<file path="src/rtl/ternary_pc_stack_pkg.sv">
// Shared trit encodings, op codes and trit conversion helpers for the ternary PC.
package ternary_pc_stack_pkg;

    localparam logic [1:0] T_NEG  = 2'b11;
    localparam logic [1:0] T_ZERO = 2'b00;
    localparam logic [1:0] T_POS  = 2'b01;
    localparam logic [1:0] T_BAD  = 2'b10;

    localparam int unsigned DEF_WORD_SIZE     = 9;
    localparam int unsigned DEF_MEM_ADDR_SIZE = 3;

    typedef enum logic [2:0] {
        OP_HOLD = 3'd0,
        OP_INC  = 3'd1,
        OP_REL  = 3'd2,
        OP_JMP  = 3'd3,
        OP_CALL = 3'd4,
        OP_RET  = 3'd5
    } op_t;

    // The illegal code decodes as 0 so arithmetic never propagates it.
    function automatic int trit_val(input logic [1:0] t);
        case (t)
            T_POS:   return 1;
            T_NEG:   return -1;
            default: return 0;
        endcase
    endfunction

    function automatic logic [1:0] trit_enc(input int v);
        if (v > 0)
            return T_POS;
        else if (v < 0)
            return T_NEG;
        else
            return T_ZERO;
    endfunction

endpackage

</file>
<file path="src/rtl/ternary_pc_stack_adder.sv">
// Combinational N-trit balanced-ternary ripple adder with carry-in and carry-out trits.
module ternary_adder
    import ternary_pc_stack_pkg::*;
#(
    parameter int unsigned N = 3
) (
    input  logic [2*N-1:0] a,
    input  logic [2*N-1:0] b,
    input  logic [1:0]     cin,
    output logic [2*N-1:0] sum,
    output logic [1:0]     cout
);

    always_comb begin
        int         s;
        logic [1:0] c;
        sum = '0;
        c   = cin;
        s   = 0;
        for (int unsigned i = 0; i < N; i++) begin
            s = trit_val(a[2*i +: 2]) + trit_val(b[2*i +: 2]) + trit_val(c);
            if (s > 1) begin
                sum[2*i +: 2] = trit_enc(s - 3);
                c             = T_POS;
            end else if (s < -1) begin
                sum[2*i +: 2] = trit_enc(s + 3);
                c             = T_NEG;
            end else begin
                sum[2*i +: 2] = trit_enc(s);
                c             = T_ZERO;
            end
        end
        cout = c;
    end

endmodule

</file>
<file path="src/rtl/ternary_pc_stack.sv">
// Balanced-ternary program counter with a LIFO return-address stack.
module ternary_pc_stack
    import ternary_pc_stack_pkg::*;
#(
    parameter int unsigned WORD_SIZE     = DEF_WORD_SIZE,
    parameter int unsigned MEM_ADDR_SIZE = DEF_MEM_ADDR_SIZE,
    parameter int unsigned STACK_DEPTH   = 4
) (
    input  logic                               clock,
    input  logic                               reset_enable,
    input  logic [2:0]                         op,
    input  logic [2*WORD_SIZE-1:0]             value,
    output logic [2*MEM_ADDR_SIZE-1:0]         out,
    output logic [$clog2(STACK_DEPTH+1)-1:0]   stack_count,
    output logic                               stack_full,
    output logic                               stack_empty,
    output logic                               wrap,
    output logic                               illegal_trit,
    output logic                               stack_error
);

    localparam int unsigned N  = MEM_ADDR_SIZE;
    localparam int unsigned AW = 2 * N;
    localparam int unsigned CW = $clog2(STACK_DEPTH + 1);

    logic [AW-1:0] stack [STACK_DEPTH];
    logic [AW-1:0] opnd;
    logic          opnd_bad;
    logic [AW-1:0] rel_sum;
    logic [AW-1:0] inc_sum;
    logic [1:0]    rel_carry;
    logic [1:0]    inc_carry;
    logic [AW-1:0] stack_top;

    // Only the low N trits are used; the illegal code is replaced by 0 and flagged.
    always_comb begin
        opnd     = '0;
        opnd_bad = 1'b0;
        for (int unsigned i = 0; i < N; i++) begin
            if (value[2*i +: 2] == T_BAD)
                opnd_bad = 1'b1;
            else
                opnd[2*i +: 2] = value[2*i +: 2];
        end
    end

    ternary_adder #(.N(N)) u_rel_add (
        .a    (out),
        .b    (opnd),
        .cin  (T_ZERO),
        .sum  (rel_sum),
        .cout (rel_carry)
    );

    ternary_adder #(.N(N)) u_inc_add (
        .a    (out),
        .b    ('0),
        .cin  (T_POS),
        .sum  (inc_sum),
        .cout (inc_carry)
    );

    always_comb begin
        stack_top = '0;
        for (int unsigned i = 0; i < STACK_DEPTH; i++) begin
            if (CW'(i + 1) == stack_count)
                stack_top = stack[i];
        end
    end

    assign stack_full  = (stack_count == CW'(STACK_DEPTH));
    assign stack_empty = (stack_count == '0);

    always_ff @(posedge clock or posedge reset_enable) begin
        if (reset_enable) begin
            out          <= '0;
            stack_count  <= '0;
            wrap         <= 1'b0;
            illegal_trit <= 1'b0;
            stack_error  <= 1'b0;
            for (int unsigned i = 0; i < STACK_DEPTH; i++)
                stack[i] <= '0;
        end else begin
            wrap         <= 1'b0;
            illegal_trit <= 1'b0;
            case (op)
                OP_INC: begin
                    out  <= inc_sum;
                    wrap <= (inc_carry != T_ZERO);
                end
                OP_REL: begin
                    out          <= rel_sum;
                    wrap         <= (rel_carry != T_ZERO);
                    illegal_trit <= opnd_bad;
                end
                OP_JMP: begin
                    out          <= opnd;
                    illegal_trit <= opnd_bad;
                end
                OP_CALL: begin
                    illegal_trit <= opnd_bad;
                    if (stack_full) begin
                        stack_error <= 1'b1;
                    end else begin
                        for (int unsigned i = 0; i < STACK_DEPTH; i++) begin
                            if (CW'(i) == stack_count)
                                stack[i] <= inc_sum;
                        end
                        stack_count <= stack_count + CW'(1);
                        out         <= opnd;
                        wrap        <= (inc_carry != T_ZERO);
                    end
                end
                OP_RET: begin
                    if (stack_empty) begin
                        stack_error <= 1'b1;
                    end else begin
                        out         <= stack_top;
                        stack_count <= stack_count - CW'(1);
                    end
                end
                default: ;
            endcase
        end
    end

endmodule

</file>
<file path="config.mk">
export PLATFORM = sky130hd
export DESIGN_NAME = ternary_pc_stack
export DESIGN_NICKNAME = d
export VERILOG_FILES = /design/src/rtl/ternary_pc_stack_pkg.sv /design/src/rtl/ternary_pc_stack_adder.sv /design/src/rtl/ternary_pc_stack.sv
export SDC_FILE = /design/constraint.sdc
export NUM_CORES = 1
export LEC_CHECK = 0
export CAP_MARGIN = 25
export CELL_PAD_IN_SITES_DETAIL_PLACEMENT = 1
export CELL_PAD_IN_SITES_GLOBAL_PLACEMENT = 2
export CORE_MARGIN = 2
export CORE_UTILIZATION = 37
export DETAILED_ROUTE_END_ITERATION = 8
export DONT_BUFFER_PORTS = 1
export PLACE_DENSITY_LB_ADDON = 0.1
export SKIP_LAST_GASP = 1
export SYNTH_ARGS = -nofsm -noshare
export SYNTH_HDL_FRONTEND = slang
export SYNTH_SLANG_ARGS = --single-unit
export TNS_END_PERCENT = 5
</file>
<file path="constraint.sdc">
create_clock -name clock -period 8.2 [get_ports clock]
set_input_delay 1.23 -clock clock [delete_from_list [all_inputs] [get_ports clock]]
set_output_delay 1.23 -clock clock [all_outputs]
set_load 0.03 [all_outputs]
</file>
==> results.cfg, run 1 <==
[sta]
period_needed_ns = 7.845
setup_ws_ns = 0.3551
fin_crit_sh = 0.9567
finalSetupTns_ns = 0
tightest_slew_ns = 0.9945
hold_viol = 0
clock.fmax_ghz = 0.1275
fin_worst_skew_ns = 0.007957
rsz0062_at_grt = no
drv_slew = 0
max_slew_margin = 0.3356
finalSetupViolations = 0

[routing]
drcViolationCount = 0
detail_route.wl_per_cell_um = 16.90
first_pass_iters = 4
vias = 2784
drt-vias-per-instance = 5.223
final_antenna_net_count = 0
drt_iter0_drc = 81
drt-total-wl_um = 9009

[synthesis]
synthCells = 392
synthFlopType = dfrtp_1
syn-cell-area_um2 = 3627
synth_fp_nets = 470
synthArstFlopShare = 1.000
synth_top_area_frac = 0.2484
synth-edff-count = 0
synthSimpleGateAreaFrac = 0.1814
ys_ff_latch = 36
yosys-top-cells-area = dfrtp_1, fa_1, ha_1
yosysSeqAreaShare = 0.2484
synth_cell_types = 65
synth_top_family_by_area = adder cells
yosysTopAreaCell = dfrtp_1
synth-xor-area-share = 0.009659
synthAdderAreaFrac = 0.2456
yosysWarnings = 0
avgSynthCellArea_um2 = 9.253
muxShareOfSynthArea = 0.04553
synth-compound-area-share = 0.1904

[die]
die_h_um = 103.0
die_w_um = 103.0
ios = 37
coreArea_um2 = 9639
start_util = 0.3763
fp-row-count = 36
die_area_um2 = 10610

[min_path]
min-delay-start = stack[18]$_DFFE_PP0P_
min_to = stack[18]$_DFFE_PP0P_
hp-class = flip-flop to flip-flop
min_path_cells = 2

[finish]
layout_common_cells = inv_1, nand2_1, dfrtp_1
areaGrowthSynthToFinish_pct = 8.003
final_common_cell = inv_1
n_antenna_cell = 0
design_area_um2 = 3918
nNetsFinal = 477
layoutNonFillerInstCount = 533
regArea_um2 = 900.9
layout-drive-gt1-share = 0.1375
multi_input_area_um2 = 2446
num-fill-cells = 1136

[clock_network]
cts_tree = yes
clock_sinks = 36
clockBufferDepth = 2
cts-resized-gates = 0
clockRootBuffer = clkbuf_8
htreeDepth = 2
clkSlewWorstSetupHoldPaths_ns = 0.08
numCtsBuffers = 5
postCtsSetupBuffers = 0
hold_buffers = 0
clk_latency_ns = 0.28

[placed_design]
dpl_cell_area_um2 = 3827
place_inst = 525
dpl.hpwl_um = 7193
portBuffers = 0
post-place-ws_ns = 0.006681
globalplace.congestion = 0.8044

[setup_path]
cp_max_fo = 5
cp_common_cell = fa_1
crit_arrival_ns = 8.02
r2r_end = out[5]$_DFFE_PP0P_
end_kind = flip-flop
path_class = primary input to flip-flop
path_delay_family = adder cells
cpPeakStageDelay_ns = 0.51
cp_slowest_cell = fa_2
worstPathRequired_ns = 8.37
path_buf_inv = 4
critPathLaunchType = primary input
reg2regPathDepth = 26
r2r_start = out[1]$_DFFE_PP0P_
rrSetupSlack_ns = 0.56

[global_route]
grt_max_degree = 37
grtUsageTotal = 0.1802
grt_antenna_before_repair = 0
grt-ovfl-total = 0
grt_pass1_vias = 2875
grt_pass1_wl_um = 14940

[run]
drv_cap = 0

[outcome]
status = complete, no violations
-- per-stage QoR --
step | hold slack [ns] | utilization
2_1_floorplan | 0.4447 | -
3_3_place_gp | 0.4596 | 0.3971
3_5_place_dp | 0.4733 | 0.3971
4_1_cts | 0.4900 | 0.4064
5_1_grt | 0.5159 | 0.4064
6_report | 0.4834 | 0.4064
-- Yosys cell counts, types with 3 or more instances --
cell,number
mux2i_1,3
nor2b_1,6
and2_1,4
a21oi_1,16
dfrtp_1,36
xor2_1,3
fa_1,27
o31ai_1,4
or2b_2,3
o311a_1,3
o221ai_1,3
and3b_1,3
o21ai_0,27
clkbuf_1,12
a221oi_1,3
nand2_1,40
nor3b_1,3
a211oi_1,4
ha_1,28
nand4b_1,5
o211ai_1,3
inv_1,49
nand3_1,6
nor3_1,6
mux2_2,12
clkbuf_8,3
a21o_1,4
nand2b_1,9
nor2_1,16
a31oi_1,4
-- tightest hold or removal path, cell delays in order, from the launching register on --
cell     delay, ns
dfrtp_1       0.34
nand2_1       0.04
o21ai_0       0.06
-- state kept, by name, summed over array words and instances, names as in the netlist --
register      flops
stack            24
out               6
stack_count       3
illegal_trit      1
stack_error       1
wrap              1
-- worst max-delay path by stage --
| stage | startpoint | slack (ns) | cells past startpoint | to |
|---|---|---|---|---|
| CTS | value[0] | 0.30 | 27 | out[5]$_DFFE_PP0P_ |
| detailed placement | value[0] | 0.007 | 27 | out[5]$_DFFE_PP0P_ |
| finish | value[0] | 0.36 | 27 | out[5]$_DFFE_PP0P_ |
| global placement | value[0] | 0.07 | 27 | out[5]$_DFFE_PP0P_ |
| global route | value[0] | 0.02 | 28 | out[5]$_DFFE_PP0P_ |
| floorplan | value[0] | 0.03 | 26 | out[5]$_DFFE_PP0P_ |
-- metal layers --
metal / GRT usage / part of all wire / vias to the layer above
li1: - / - / 1381
met4: 0.02429 / 0.0052 / 0
met1: 0.2590 / 0.50 / 1380
met5: 0 / 0 / -
met2: 0.2932 / 0.48 / 19
met3: 0.03051 / 0.023 / 4
-- kinds of logic after synthesis --
kind of cell,after synthesis
flops,36
fa+ha+maj,55
mux,15
buf+inv,66
simple gates,119
compound gates,97
xor+xnor,4
-- cell type report --
type	count	area share
Multi-Input combinational cell	290	0.6244
Sequential cell	36	0.2300
Inverter	49	0.04759
Tap cell	133	0.04248
Timing Repair Buffer	17	0.03258
Clock buffer	8	0.02300
Power of run 1 is left out: the tool's default activity adds up to more than one toggle a clock period on the data nets, which glitch-free logic cannot reach.
==> inputs of run 2 (changes only) <==
- CORE_UTILIZATION: 37 -> 38
- CTS_BUF_LIST: not set -> sky130_fd_sc_hd__clkbuf_4
==> results.cfg, run 2 (same netlist as run 1, synthesis figures left out) <==
[global_route]
grtUsageMet2 = 0.3112
grt_pass1_vias = 2961
grt-ovfl-total = 0
grt_max_degree = 37
busiest_layer = met2
grt_pass1_wl_um = 15260
grt_util_met3 = 0.02622
grt_antenna_before_repair = 0
grtUsageTotal = 0.1869
use_met1 = 0.2630

[sta]
finalSetupTns_ns = 0
period_needed_ns = 7.783
hold_viol = 0
drv_slew = 0
tightest_slew_ns = 1.006
rsz0062_at_grt = no
finalSetupViolations = 0
max_slew_margin = 0.3278
clock.fmax_ghz = 0.1285
fin_crit_sh = 0.9491
fin_worst_skew_ns = 0.01381

[routing]
drt_iter0_drc = 149
vias = 2810
drcViolationCount = 0
drt-total-wl_um = 8991
final_antenna_net_count = 0
detail_route.wl_per_cell_um = 17.03
drt-vias-per-instance = 5.322
first_pass_iters = 4

[finish]
postLayoutCoreUtil = 0.4221
n_antenna_cell = 0
areaGrowthSynthToFinish_pct = 7.520
design_area_um2 = 3900
regMostFlops = stack
layout-drive-gt1-share = 0.1429
layout_common_cells = inv_1, nand2_1, dfrtp_1
final_common_cell = inv_1
nNetsFinal = 476
top_regs = stack x24, out x6, stack_count x3
largest_reg_flops = 24

[clock_network]
hold_buffers = 0
clock_sinks = 36
clockBufferDepth = 2
clkSlewWorstSetupHoldPaths_ns = 0.11
cts_tree = yes
clk_latency_ns = 0.35
numCtsBuffers = 5
clockRootBuffer = clkbuf_4
htreeDepth = 2

[setup_path]
crit_arrival_ns = 8.07
path_class = primary input to flip-flop
rrSetupSlack_ns = 0.54
cpPeakStageDelay_ns = 0.58
r2r_end = out[5]$_DFFE_PP0P_
crit_start = value[0]
cp_common_cell = fa_1
reg2regPathDepth = 26
r2r_start = out[1]$_DFFE_PP0P_
end_kind = flip-flop
worstPathRequired_ns = 8.49
cp_max_fo = 5
path_delay_family = adder cells
path_depth = 27
crit_path_end = out[5]$_DFFE_PP0P_
path_buf_inv = 5
critPathLaunchType = primary input
cp_slowest_cell = fa_1

[run]
drv_cap = 0

[die]
die_w_um = 101.7
die_h_um = 101.7
fp-row-count = 35
ios = 37
coreArea_um2 = 9240
die_area_um2 = 10340
start_util = 0.3926

[min_path]
hp-class = flip-flop to flip-flop

[placed_design]
dpl.hpwl_um = 7182
dpl_cell_area_um2 = 3815
portBuffers = 0
globalplace.congestion = 0.7942

[outcome]
status = complete, no violations
[run 2: tightest hold or removal path, delay by kind of cell, from the launching register on]
kind / cells / cell delay, ns
and+or+nand+nor: 1 / 0.04
AOI/OAI and AO/OA: 1 / 0.06
DFF: 1 / 0.35
[run 2: final cells by class]
class	count	area (um^2)
clock buffer	6	45.04
clock inverter	2	35.03
fill	1059	5340
inverter	49	186.4
multi-input combinational	290	2451
sequential	36	900.9
tap	129	161.4
timing repair buffer	16	120.1
[run 2: stage by stage]
step                      hold WS [ns]  instances  setup slack, ns
final                           0.4905        528           0.4175
after global placement          0.4602        520          0.04135
after detailed placement        0.4649        520         -0.03875
after floorplan                 0.4447        392          0.03392
after CTS                       0.4931        528           0.3332
after global routing            0.5254        528          0.01456
[run 2: worst min path at each step]
| stage | startpoint | end | slack (ns) | cells after the start |
|---|---|---|---|---|
| final | stack[12]$_DFFE_PP0P_ | stack[12]$_DFFE_PP0P_ | 0.49 | 2 |
| after global routing | stack[0]$_DFFE_PP0P_ | stack[0]$_DFFE_PP0P_ | 0.53 | 2 |
| after CTS | stack[0]$_DFFE_PP0P_ | stack[0]$_DFFE_PP0P_ | 0.49 | 2 |
| after detailed placement | stack[0]$_DFFE_PP0P_ | stack[0]$_DFFE_PP0P_ | 0.46 | 2 |
| after global placement | stack[2]$_DFFE_PP0P_ | stack[2]$_DFFE_PP0P_ | 0.46 | 2 |
| after floorplan | stack[0]$_DFFE_PP0P_ | stack[0]$_DFFE_PP0P_ | 0.44 | 2 |
[run 2: layer usage]
layer | vias to the layer above | share of wire
met3 | 9 | 0.023
met1 | 1411 | 0.49
met2 | 21 | 0.48
li1 | 1369 | -
met5 | - | 0
met4 | 0 | 0.0077
[run 2: repair_timing]
item,4_1_cts,5_1_grt
resized for setup,0,1
hold endpoints to repair,0,0
setup buffers,0,0
endpoints found under the setup margin,0,1
Power of run 2 is left out for the same reason.
